<file path="src/rtl/ioctl_loader_pkg.sv">
// Shared types and byte-lane helpers for the ioctl download front-end.
// Lane mapping follows BIG_ENDIAN so that packer and top agree on word layout.
package ioctl_loader_pkg;

    typedef enum logic [2:0] {
        ST_IDLE,
        ST_COLLECT,
        ST_WRITE,
        ST_FLUSH,
        ST_HOLD
    } state_t;

    function automatic int lane_bits(input int bytes);
        return (bytes > 1) ? $clog2(bytes) : 0;
    endfunction

    function automatic int lane_offset(input int lane, input int bytes, input bit big_endian);
        return big_endian ? (bytes - 1 - lane) * 8 : lane * 8;
    endfunction

endpackage

</file>
<file path="src/rtl/ioctl_word_packer.sv">
// Word assembly buffer with a one-byte skid for a byte that arrives while a
// write is pending or that belongs to a different word than the buffer.
module ioctl_word_packer
    import ioctl_loader_pkg::*;
#(
    parameter int  DATA_W     = 16,
    parameter int  ADDR_W     = 25,
    parameter bit  BIG_ENDIAN = 1'b0,
    localparam int BYTES      = DATA_W / 8,
    localparam int LB         = lane_bits(BYTES)
) (
    input  logic                 clk_sys,
    input  logic                 reset_n,
    input  logic                 store,
    input  logic                 skid_load,
    input  logic                 commit,
    input  logic [ADDR_W-1:0]    byte_addr,
    input  logic [7:0]           byte_data,
    output logic [ADDR_W-LB-1:0] word_addr,
    output logic [DATA_W-1:0]    word_data,
    output logic [BYTES-1:0]     word_be,
    output logic                 empty,
    output logic                 full,
    output logic                 mismatch,
    output logic                 last_lane,
    output logic                 skid_valid,
    output logic                 skid_last
);

    localparam int LBW = (LB > 0) ? LB : 1;

    logic [LBW-1:0]       lane;
    logic [LBW-1:0]       skid_lane;
    logic [ADDR_W-LB-1:0] waddr;
    logic [ADDR_W-LB-1:0] skid_waddr;
    logic [7:0]           skid_data;
    logic                 take_direct;

    assign waddr = byte_addr[ADDR_W-1:LB];

    generate
        if (LB > 0) begin : g_lane
            assign lane = byte_addr[LB-1:0];
        end else begin : g_single_lane
            assign lane = '0;
        end
    endgenerate

    assign empty       = ~|word_be;
    assign full        = word_be[BYTES-1];
    assign mismatch    = ~empty && (waddr != word_addr);
    assign last_lane   = (lane == LBW'(BYTES - 1));
    assign skid_last   = skid_valid && (skid_lane == LBW'(BYTES - 1));
    // A byte landing in the same cycle the buffer drains goes straight in.
    assign take_direct = commit && !skid_valid && skid_load;

    function automatic logic [DATA_W-1:0] place_byte(input logic [DATA_W-1:0] w,
                                                     input logic [LBW-1:0]    l,
                                                     input logic [7:0]        b);
        logic [DATA_W-1:0] r;
        r = w;
        for (int i = 0; i < BYTES; i++) begin
            if (l == LBW'(i)) begin
                r[lane_offset(i, BYTES, BIG_ENDIAN) +: 8] = b;
            end
        end
        return r;
    endfunction

    always_ff @(posedge clk_sys or negedge reset_n) begin
        if (!reset_n) begin
            word_addr  <= '0;
            word_data  <= '0;
            word_be    <= '0;
            skid_valid <= 1'b0;
            skid_lane  <= '0;
            skid_waddr <= '0;
            skid_data  <= '0;
        end else begin
            if (commit) begin
                if (skid_valid) begin
                    word_addr <= skid_waddr;
                    word_data <= place_byte('0, skid_lane, skid_data);
                    word_be   <= BYTES'(1) << skid_lane;
                end else if (skid_load) begin
                    word_addr <= waddr;
                    word_data <= place_byte('0, lane, byte_data);
                    word_be   <= BYTES'(1) << lane;
                end else begin
                    word_data <= '0;
                    word_be   <= '0;
                end
            end else if (store) begin
                word_addr <= waddr;
                word_data <= place_byte(word_data, lane, byte_data);
                word_be   <= word_be | (BYTES'(1) << lane);
            end

            if (skid_load && !take_direct) begin
                skid_valid <= 1'b1;
                skid_lane  <= lane;
                skid_waddr <= waddr;
                skid_data  <= byte_data;
            end else if (commit) begin
                skid_valid <= 1'b0;
            end
        end
    end

endmodule

</file>
<file path="src/rtl/ioctl_loader.sv">
// ioctl download front-end: packs the byte stream into words, writes them to the
// selected channel with ioctl_wait back-pressure and generates the core reset.
module ioctl_loader
    import ioctl_loader_pkg::*;
#(
    parameter int  DATA_W     = 16,
    parameter int  ADDR_W     = 25,
    parameter int  NUM_CH     = 4,
    parameter int  RST_HOLD   = 16,
    parameter bit  BIG_ENDIAN = 1'b0,
    localparam int BYTES      = DATA_W / 8,
    localparam int LB         = lane_bits(BYTES),
    localparam int CH_W       = (NUM_CH > 1) ? $clog2(NUM_CH) : 1
) (
    input  logic                 clk_sys,
    input  logic                 reset_n,
    input  logic                 ioctl_download,
    input  logic                 ioctl_wr,
    input  logic [ADDR_W-1:0]    ioctl_addr,
    input  logic [7:0]           ioctl_dout,
    input  logic [7:0]           ioctl_index,
    output logic                 ioctl_wait,
    output logic                 mem_req,
    input  logic                 mem_ack,
    output logic [CH_W-1:0]      mem_ch,
    output logic [ADDR_W-LB-1:0] mem_addr,
    output logic [DATA_W-1:0]    mem_data,
    output logic [BYTES-1:0]     mem_be,
    output logic [NUM_CH-1:0]    loaded,
    output logic [ADDR_W-1:0]    byte_count,
    output logic                 core_reset_n
);

    localparam int CNT_W = $clog2(RST_HOLD + 1);

    state_t            state;
    logic              dl_prev;
    logic [CH_W-1:0]   ch;
    logic [CNT_W-1:0]  hold_cnt;
    logic [BYTES-1:0]  pk_be;
    logic              pk_empty;
    logic              pk_full;
    logic              pk_mismatch;
    logic              pk_last_lane;
    logic              pk_skid_valid;
    logic              pk_skid_last;
    logic              dl_rise;
    logic              idx_ok;
    logic              collect_wr;
    logic              store;
    logic              skid_load;
    logic              accept_wr;
    logic              commit;
    logic              launch_now;
    logic [ADDR_W-1:0] byte_next;

    assign dl_rise    = ioctl_download && !dl_prev;
    assign idx_ok     = ({24'd0, ioctl_index} < 32'(NUM_CH));
    assign collect_wr = (state == ST_COLLECT) && ioctl_wr && !pk_full;
    assign store      = collect_wr && !pk_mismatch;
    // Bytes that cannot join the buffer (other word, or a write in flight) park in the skid.
    assign skid_load  = ioctl_wr && !pk_skid_valid &&
                        (((state == ST_COLLECT) && (pk_full || pk_mismatch)) || (state == ST_WRITE));
    assign accept_wr  = store || skid_load;
    assign commit     = (state == ST_WRITE) && mem_req && mem_ack;
    assign launch_now = (store && pk_last_lane) || (collect_wr && pk_mismatch) ||
                        ((state == ST_COLLECT) && pk_full);
    assign byte_next  = ioctl_addr + ADDR_W'(1);

    assign mem_ch = ch;
    assign mem_be = mem_req ? pk_be : '0;

    ioctl_word_packer #(
        .DATA_W     (DATA_W),
        .ADDR_W     (ADDR_W),
        .BIG_ENDIAN (BIG_ENDIAN)
    ) u_packer (
        .clk_sys    (clk_sys),
        .reset_n    (reset_n),
        .store      (store),
        .skid_load  (skid_load),
        .commit     (commit),
        .byte_addr  (ioctl_addr),
        .byte_data  (ioctl_dout),
        .word_addr  (mem_addr),
        .word_data  (mem_data),
        .word_be    (pk_be),
        .empty      (pk_empty),
        .full       (pk_full),
        .mismatch   (pk_mismatch),
        .last_lane  (pk_last_lane),
        .skid_valid (pk_skid_valid),
        .skid_last  (pk_skid_last)
    );

    always_ff @(posedge clk_sys or negedge reset_n) begin
        if (!reset_n) begin
            state        <= ST_HOLD;
            hold_cnt     <= CNT_W'(RST_HOLD);
            dl_prev      <= 1'b0;
            ch           <= '0;
            ioctl_wait   <= 1'b0;
            mem_req      <= 1'b0;
            loaded       <= '0;
            byte_count   <= '0;
            core_reset_n <= 1'b0;
        end else begin
            dl_prev <= ioctl_download;
            if (accept_wr && (byte_next > byte_count)) begin
                byte_count <= byte_next;
            end

            case (state)
                ST_IDLE: begin
                    if (dl_rise && idx_ok) begin
                        ch                              <= ioctl_index[CH_W-1:0];
                        loaded[ioctl_index[CH_W-1:0]]   <= 1'b0;
                        byte_count                      <= '0;
                        core_reset_n                    <= 1'b0;
                        ioctl_wait                      <= 1'b0;
                        state                           <= ST_COLLECT;
                    end
                end
                ST_COLLECT: begin
                    if (launch_now) begin
                        mem_req    <= 1'b1;
                        ioctl_wait <= 1'b1;
                        state      <= ST_WRITE;
                    end else if (!ioctl_download && !accept_wr) begin
                        if (!pk_empty) begin
                            state <= ST_FLUSH;
                        end else begin
                            loaded[ch] <= 1'b1;
                            hold_cnt   <= CNT_W'(RST_HOLD);
                            state      <= ST_HOLD;
                        end
                    end
                end
                ST_WRITE: begin
                    if (commit) begin
                        mem_req    <= 1'b0;
                        ioctl_wait <= pk_skid_last;
                        state      <= ioctl_download ? ST_COLLECT : ST_FLUSH;
                    end
                end
                ST_FLUSH: begin
                    if (!pk_empty) begin
                        mem_req    <= 1'b1;
                        ioctl_wait <= 1'b1;
                        state      <= ST_WRITE;
                    end else begin
                        loaded[ch] <= 1'b1;
                        hold_cnt   <= CNT_W'(RST_HOLD);
                        state      <= ST_HOLD;
                    end
                end
                ST_HOLD: begin
                    core_reset_n <= 1'b0;
                    if (dl_rise && idx_ok) begin
                        ch                              <= ioctl_index[CH_W-1:0];
                        loaded[ioctl_index[CH_W-1:0]]   <= 1'b0;
                        byte_count                      <= '0;
                        ioctl_wait                      <= 1'b0;
                        state                           <= ST_COLLECT;
                    end else if (hold_cnt <= CNT_W'(1)) begin
                        core_reset_n <= 1'b1;
                        state        <= ST_IDLE;
                    end else begin
                        hold_cnt <= hold_cnt - CNT_W'(1);
                    end
                end
                default: state <= ST_IDLE;
            endcase
        end
    end

endmodule
</file>
<file path="config.mk">
export PLATFORM = sky130hd
export DESIGN_NAME = ioctl_loader
export DESIGN_NICKNAME = d
export VERILOG_FILES = /design/src/rtl/ioctl_loader_pkg.sv /design/src/rtl/ioctl_word_packer.sv /design/src/rtl/ioctl_loader.sv
export SDC_FILE = /design/constraint.sdc
export NUM_CORES = 1
export LEC_CHECK = 0
export BUFFER_PORTS_ARGS = -buffer_cell sky130_fd_sc_hd__buf_2
export CAP_MARGIN = 0
export CORE_ASPECT_RATIO = 1.75
export CORE_MARGIN = 5
export CORE_UTILIZATION = 51
export DETAILED_ROUTE_END_ITERATION = 16
export GPL_ROUTABILITY_DRIVEN = 0
export PLACE_DENSITY = 0.77
export SYNTH_ARGS = -nofsm -noshare
export SYNTH_HDL_FRONTEND = slang
export SYNTH_SLANG_ARGS = --single-unit
</file>
<file path="constraint.sdc">
create_clock -name clk_sys -period 2 [get_ports clk_sys]
set_input_delay 0.1 -clock clk_sys [delete_from_list [all_inputs] [get_ports clk_sys]]
set_output_delay 0.1 -clock clk_sys [all_outputs]
set_load 0.01 [all_outputs]
</file>
==> results of run 1 <==
timing repair:
item,4_1_cts,5_1_grt
endpoints found under the setup margin,110,115
endpoints found under the hold margin,50,0
setup buffers,38,24
pin swaps,34,70
cloned,14,2
resized for setup,155,158
hold buffers,14,0
path summary, 6_finish.rpt:
kind | start | endpoint
max | ioctl_addr[0] | byte_count[10]
min | ioctl_addr[6] | u_packer.skid_waddr[5]
max reg2reg | byte_count[4] | byte_count[10]
min reg2reg | u_packer.word_data[12] | u_packer.word_data[12]
max in group asynchronous | reset_n | u_packer.word_addr[6]
min in group asynchronous | reset_n | loaded[2]
layer usage:
metal	wire length, um	vias to the layer above	part of all wire (%)
met5	0	-	0
met3	3440	338	9.9
li1	-	3009	-
met1	10700	3755	31
met4	4010	0	12
met2	16600	773	48
through the flow:
step / TNS (ps) / power (mW) / std cells
after floorplan: -20210 / 7.28 / 648
after global placement: -59520 / 9.94 / 1080
after detailed placement: -66050 / 10.3 / 1080
after CTS: -48670 / 15.1 / 1169
after global routing: -82420 / 17.5 / 1181
final: -83410 / 17.1 / 1181
cell families after synthesis:
logic type / count (synthesis)
compound gates: 132
buf+inv: 68
mux: 78
fa+ha+maj: 28
simple gates: 176
xor+xnor: 47
flops: 119
layout make-up:
class | count | area share [%]
Tap cell | 171 | 1.88
Multi-Input combinational cell | 465 | 40.2
Timing Repair Buffer | 357 | 24.7
Sequential cell | 119 | 26.2
Inverter | 37 | 1.22
Clock inverter | 15 | 2.11
Clock buffer | 17 | 3.73
power by group:
| group | internal, mW | switching [mW] |
|---|---|---|
| Clock | 2.25 | 1.36 |
| Sequential | 3.49 | 1.05 |
| Combinational | 4.57 | 4.38 |
| Total | 10.3 | 6.79 |
registers in the layout, indices dropped and copies added, names as in the netlist, 3 cells and up:
name / count
state: 3
u_packer.word_addr: 24
hold_cnt: 5
byte_count: 25
loaded: 4
u_packer.word_data: 16
u_packer.skid_data: 8
u_packer.skid_waddr: 24
worst max-delay path, cell delays in order:
cell	delay [ps]
buf_12	90
ha_4	170
and2_4	190
buf_4	110
buf_4	110
nand2_1	90
xnor2_1	350
ha_1	340
a21oi_1	460
nor2b_1	140
o21ai_0	270
a31oi_2	160
buf_4	180
a2111oi_4	240
a2111oi_4	130
buf_6	190
buf_16	160
o31ai_1	290
cell usage after synthesis, types with 3 or more instances:
master	number	area share, %
o31ai_1	26	2.9
a22oi_1	8	0.90
buf_4	7	0.78
o21ai_0	30	2.2
xor2_1	11	1.4
nand2_1	62	3.5
and2_1	15	1.4
buf_2	17	1.3
o21a_1	6	0.67
inv_1	36	2.0
a21o_1	7	0.78
clkbuf_1	5	0.28
nand3_1	10	0.75
nor2_1	38	2.1
a21oi_1	21	1.6
nor2b_1	3	0.28
o21ai_1	5	0.37
ha_1	28	5.2
a221o_1	9	1.3
mux2_2	76	13
a211oi_1	3	0.34
dfrtp_1	117	44
xnor2_1	36	4.7
nand2b_1	5	0.47
nor3_1	8	0.60
nand4_1	18	1.7
==> impl_metrics.csv, run 1 <==
group,metric,value,unit
run_status,status,"complete, but fails checks",
run_status,failed_checks,"setup timing",
min_path,holdPathStages,3,
power_and_ir_drop,vdd_drop_max,0.000975,V
synth,synth_area,6700,um^2
synth,synthArstFlopShare,100,%
clock_tree,clkSlewWorstSetupHoldPaths,70,ps
drt,drcViolationCount,0,
grt,antenna_found_initial,0,
final_layout,final_common_cell,"buf_4",
sta,finalCriticalPeriod,3450,ps
floorplan,initial_core_util,51.8,%
final_layout,final_layout_size_suffix_gt1_share,59.6,%
sta,clock-skew-final,15.7,ps
clock_tree,cts-root-buf,"clkbuf_16",
clock_tree,htree_levels,4,
synth,ys_seq_elements,119,
floorplan,die_y,162,um
placed_design,io_buffers,121,
final_layout,multi_input_area,4590,um^2
drt,drt_wl_total,34700,um
floorplan,floorplan.rows,55,
critical_path,r2r_slack,-1150,ps
drt,via_per_inst,6.67,
final_layout,stdcell_area,11400,um^2
placed_design,place_area,8750,um^2
job,maxCapViolCount,0,
synth,synth.avg_cell_area,10.3,um^2
sta,setup_ws,-1450,ps
drt,first_pass_iters,7,
grt,use_met2,63.4,%
sta,grt_setup_unrepaired,"true",
grt,grt_usage,36.1,%
final_layout,antenna_cells,0,
grt,grt_busiest_layer,"met2",
synth,yosys.area_share.adder,5.23,%
sta,finalHoldViolCount,0,
drt,drt_iter0_markers,833,
sta,timing.hold.ws,65.9,ps
synth,ys_types,57,
critical_path,rr_worst_depth,12,
grt,grt-ovfl-total,0,
grt,met1_usage,35.8,%
final_layout,area_growth,70.3,%
synth,syn-num-nets,722,
synth,synth_mux_area_share,13.1,%
drt,drtAntennaViolNets,0,
synth,synth-simple-area-share,12.9,%
synth,yosysWarnings,0,
sta,fin_crit_sh,172,%
critical_path,path_max_fanout,6,
clock_tree,cts_tree,"built",
drt,avgRoutedWirePerCell,29.4,um
final_layout,final_util,88.1,%
clock_tree,clk_path_buf_depth,2,
sta,relSlewSlack,50.5,%
final_layout,nFillCells,531,
critical_path,crit_type,"in -> reg",
power_and_ir_drop,power.density,1500,nW/um^2
grt,grt_max_degree,48,
grt,first_global_vias,8023,
min_path,min_path_type,"in -> reg",
synth,syn_inst,648,
clock_tree,cts_buffers,17,
floorplan,coreArea,12900,um^2
clock_tree,clock-sinks,119,
final_layout,layout_common_cells,"buf_4, dfrtp_1, buf_2",
critical_path,worstPathRequired,2320,ps
synth,synth_edf_count,0,
placed_design,post-place-ws,-1400,ps
synth,synth-main-ff-cell,"dfrtp_1",
sta,max_freq,290,MHz
synth,synth_compound_area_share,13.6,%
critical_path,end_kind,"flop",
critical_path,worst_setup_path_start_kind,"input pin",
grt,globalRouteMet3Util,6.91,%
critical_path,crit_arrival,3770,ps
sta,finalSetupViolations,111,
placed_design,dp_hpwl,14800,um
drt,dr_total_vias,7875,
clock_tree,clock_latency,440,ps
sta,worst_pin_slew,738,ps
floorplan,die_width,96.6,um
floorplan,io_pins,122,
synth,synth-seq-area-share,44.5,%
grt,grt_first_pass_wirelength,43600,um
floorplan,die_area,15600,um^2
synth,synth_xor_area_share,6.15,%
final_layout,regArea,2980,um^2
synth,synth_top_family_by_area,"compound AO/OA/AOI/OAI gates",
final_layout,nets,1071,
power_and_ir_drop,p_leak,5.55,nW
sta,slew_violations,0,
Power figures use the tool's default switching activity.
==> run 2, diff against run 1 <==
--- a/config.mk
+++ b/config.mk
@@ -9,10 +9,10 @@
 export CAP_MARGIN = 0
 export CORE_ASPECT_RATIO = 1.75
 export CORE_MARGIN = 5
-export CORE_UTILIZATION = 51
+export CORE_UTILIZATION = 55
 export DETAILED_ROUTE_END_ITERATION = 16
 export GPL_ROUTABILITY_DRIVEN = 0
-export PLACE_DENSITY = 0.77
+export PLACE_DENSITY = 0.79
 export SYNTH_ARGS = -nofsm -noshare
 export SYNTH_HDL_FRONTEND = slang
 export SYNTH_SLANG_ARGS = --single-unit
==> constraint.sdc (replaced) <==
create_clock -name clk_sys -period 3.6 [get_ports clk_sys]
set_input_delay 0.18 -clock clk_sys [delete_from_list [all_inputs] [get_ports clk_sys]]
set_output_delay 0.18 -clock clk_sys [all_outputs]
set_load 0.01 [all_outputs]
==> run 2 against run 1 <==
Net effect: the flow now finishes without violations; largest cell class unchanged; clock skew fell by 8.3 ps; sequential power fell by 46%; utilization fell by 21 points; sequential share of layout area rose by 11 points; routed wire length fell by 50%; power fell by 61%; flip-flop and latch count did not move.
==> impl_metrics.csv, run 2 (synthesized netlist as in run 1, its figures left out) <==
group,metric,value,unit
run_status,status,"finished, final reports clean",
critical_path,r2r_start,"byte_count[10]",
grt,antenna_found_initial,0,
drt,first_pass_iters,5,
sta,finalSetupTns,0,ps
final_layout,regMostFlops,"byte_count",
critical_path,crit_type,"in -> reg",
power_and_ir_drop,power.internal,4.24,mW
clock_tree,clkSlewWorstSetupHoldPaths,60,ps
power_and_ir_drop,p_clk_share,26.4,%
grt,first_global_vias,5817,
clock_tree,cts_buffers,17,
sta,slew_violations,0,
grt,grt_first_pass_wirelength,28100,um
final_layout,layout_common_cells,"buf_2, dfrtp_1, mux2_2",
power_and_ir_drop,p_seq_share,36.3,%
critical_path,r2r_slack,980,ps
final_layout,final_layout_size_suffix_gt1_share,32.7,%
job,maxCapViolCount,0,
sta,clock-skew-final,7.43,ps
min_path,hp-start,"ioctl_index[1]",
final_layout,largest_reg_flops,25,
clock_tree,clock-sinks,119,
drt,drt_iter0_markers,289,
final_layout,antenna_cells,0,
placed_design,dp_hpwl,12800,um
critical_path,rr_worst_depth,10,
final_layout,area_growth,21.2,%
critical_path,path_max_fanout,30,
sta,finalCriticalPeriod,3150,ps
power_and_ir_drop,vdd_drop_max,0.000615,V
sta,relSlewSlack,24.8,%
floorplan,coreArea,12000,um^2
clock_tree,htree_levels,4,
clock_tree,cts_tree,"built",
floorplan,die_y,156,um
floorplan,die_area,14600,um^2
grt,grt_max_degree,64,
final_layout,top_regs,"byte_count x25, u_packer.skid_waddr x24, u_packer.word_addr x24",
critical_path,regToRegEndpoint,"byte_count[4]",
floorplan,die_width,93.4,um
final_layout,final_common_cell,"buf_2",
min_path,hold_path_end,"mem_ch[1]",
power_and_ir_drop,switching_share,36.5,%
final_layout,final_util,67.6,%
critical_path,worst_setup_path_start_kind,"input pin",
floorplan,initial_core_util,55.8,%
drt,drtAntennaViolNets,0,
sta,finalSetupViolations,0,
power_and_ir_drop,p_sw,2.44,mW
grt,grt-ovfl-total,0,
critical_path,crit_arrival,3450,ps
drt,dr_total_vias,5435,
power_and_ir_drop,pwr-share-comb,37.3,%
sta,finalHoldViolCount,0,
clock_tree,cts-root-buf,"clkbuf_16",
floorplan,io_pins,122,
min_path,min_path_type,"in -> reg",
sta,worst_pin_slew,1130,ps
drt,avgRoutedWirePerCell,18.3,um
grt,grt_usage,24.9,%
critical_path,end_kind,"flop",
min_path,holdPathStages,3,
critical_path,worstPathRequired,3900,ps
power_and_ir_drop,p_leak,3.78,nW
power_and_ir_drop,power.density,824,nW/um^2
drt,drt_wl_total,17400,um
drt,via_per_inst,5.71,
sta,grt_setup_unrepaired,"false",
placed_design,io_buffers,121,
sta,max_freq,318,MHz
final_layout,nets,848,
floorplan,floorplan.rows,53,
sta,fin_crit_sh,87.5,%
drt,drcViolationCount,0,
clock_tree,clk_path_buf_depth,2,
clock_tree,clock_latency,420,ps
==> run 2: changes by cell type in the layout (fill, tap and decap cells not counted), moves of 17 or more <==
cell	change
mux2_2	+29
buf_4	-168
o31ai_4	-21
mux2_4	-29
nand2_1	+27
nand2_4	-18
nor2_1	+20
o21ai_0	+17
buf_6	-22
o31ai_1	+23
==> run 2: layer usage <==
metal / up-vias / global-route usage [%] / share of wire [%]
met3: 58 / 4.68 / 4.0
met1: 2654 / 26.4 / 37
li1: 2550 / - / -
met5: - / 0 / 0
met4: 0 / 14.8 / 4.9
met2: 173 / 44.8 / 54
==> run 2: worst max path at each step <==
stage	start	to	slack [ps]	depth (start not counted)
after detailed placement	ioctl_addr[0]	byte_count[17]	30	17
after global placement	ioctl_addr[0]	byte_count[3]	150	18
after floorplan	ioctl_addr[4]	byte_count[10]	540	16
after CTS	ioctl_addr[0]	byte_count[4]	420	17
after global routing	ioctl_addr[0]	byte_count[4]	200	17
final	ioctl_addr[0]	byte_count[4]	450	17
==> run 2: what timing repair did <==
action	4_1_cts	5_1_grt
hold endpoints to repair	62	0
gates resized for setup	0	0
hold buffers	2	0
buffers inserted	0	0
==> run 2: worst max-delay path, stage by stage <==
cell	delay, ps
buf_2	140
ha_1	190
and2_1	160
nand4_1	150
nor2_1	200
nand4_1	250
nor3_1	300
xor2_1	260
ha_1	290
nand4_1	120
nor2_1	90
nand4_1	120
o31ai_1	120
a2111oi_4	440
buf_12	230
nand2_1	90
o31ai_1	90
==> run 2: area by class of cell <==
cell class	count	area (um^2)
clock buffers	18	429
inverters	37	139
fillers	916	3890
repair buffers	138	766
well taps	165	206
clock inverters	14	183
multi-input cells	461	3410
flip-flops and latches	119	2980
==> run 2: per-stage QoR <==
| step | std cells | hold WS (ps) | instance area, um^2 | setup slack (ps) | total power, mW |
|---|---|---|---|---|---|
| detailed placement | 918 | 319 | 7480 | 28.3 | 4.91 |
| global placement | 918 | 309 | 7480 | 150 | 4.78 |
| CTS | 952 | 16.6 | 8120 | 425 | 6.72 |
| global route | 952 | 24.7 | 8120 | 200 | 7.08 |
| floorplan | 648 | -116 | 6700 | 542 | 4.00 |
| finish | 952 | 28.7 | 8120 | 452 | 6.69 |
==> run 2: power groups by stage <==
| stage | combinational [mW] | clock [mW] | sequential [mW] |
|---|---|---|---|
| final | 2.49 | 1.77 | 2.43 |
| after global placement | 2.39 | 0 | 2.39 |
| after CTS | 2.52 | 1.79 | 2.41 |
| after floorplan | 1.55 | 0 | 2.45 |
| after global routing | 2.74 | 1.85 | 2.50 |
| after detailed placement | 2.49 | 0 | 2.42 |
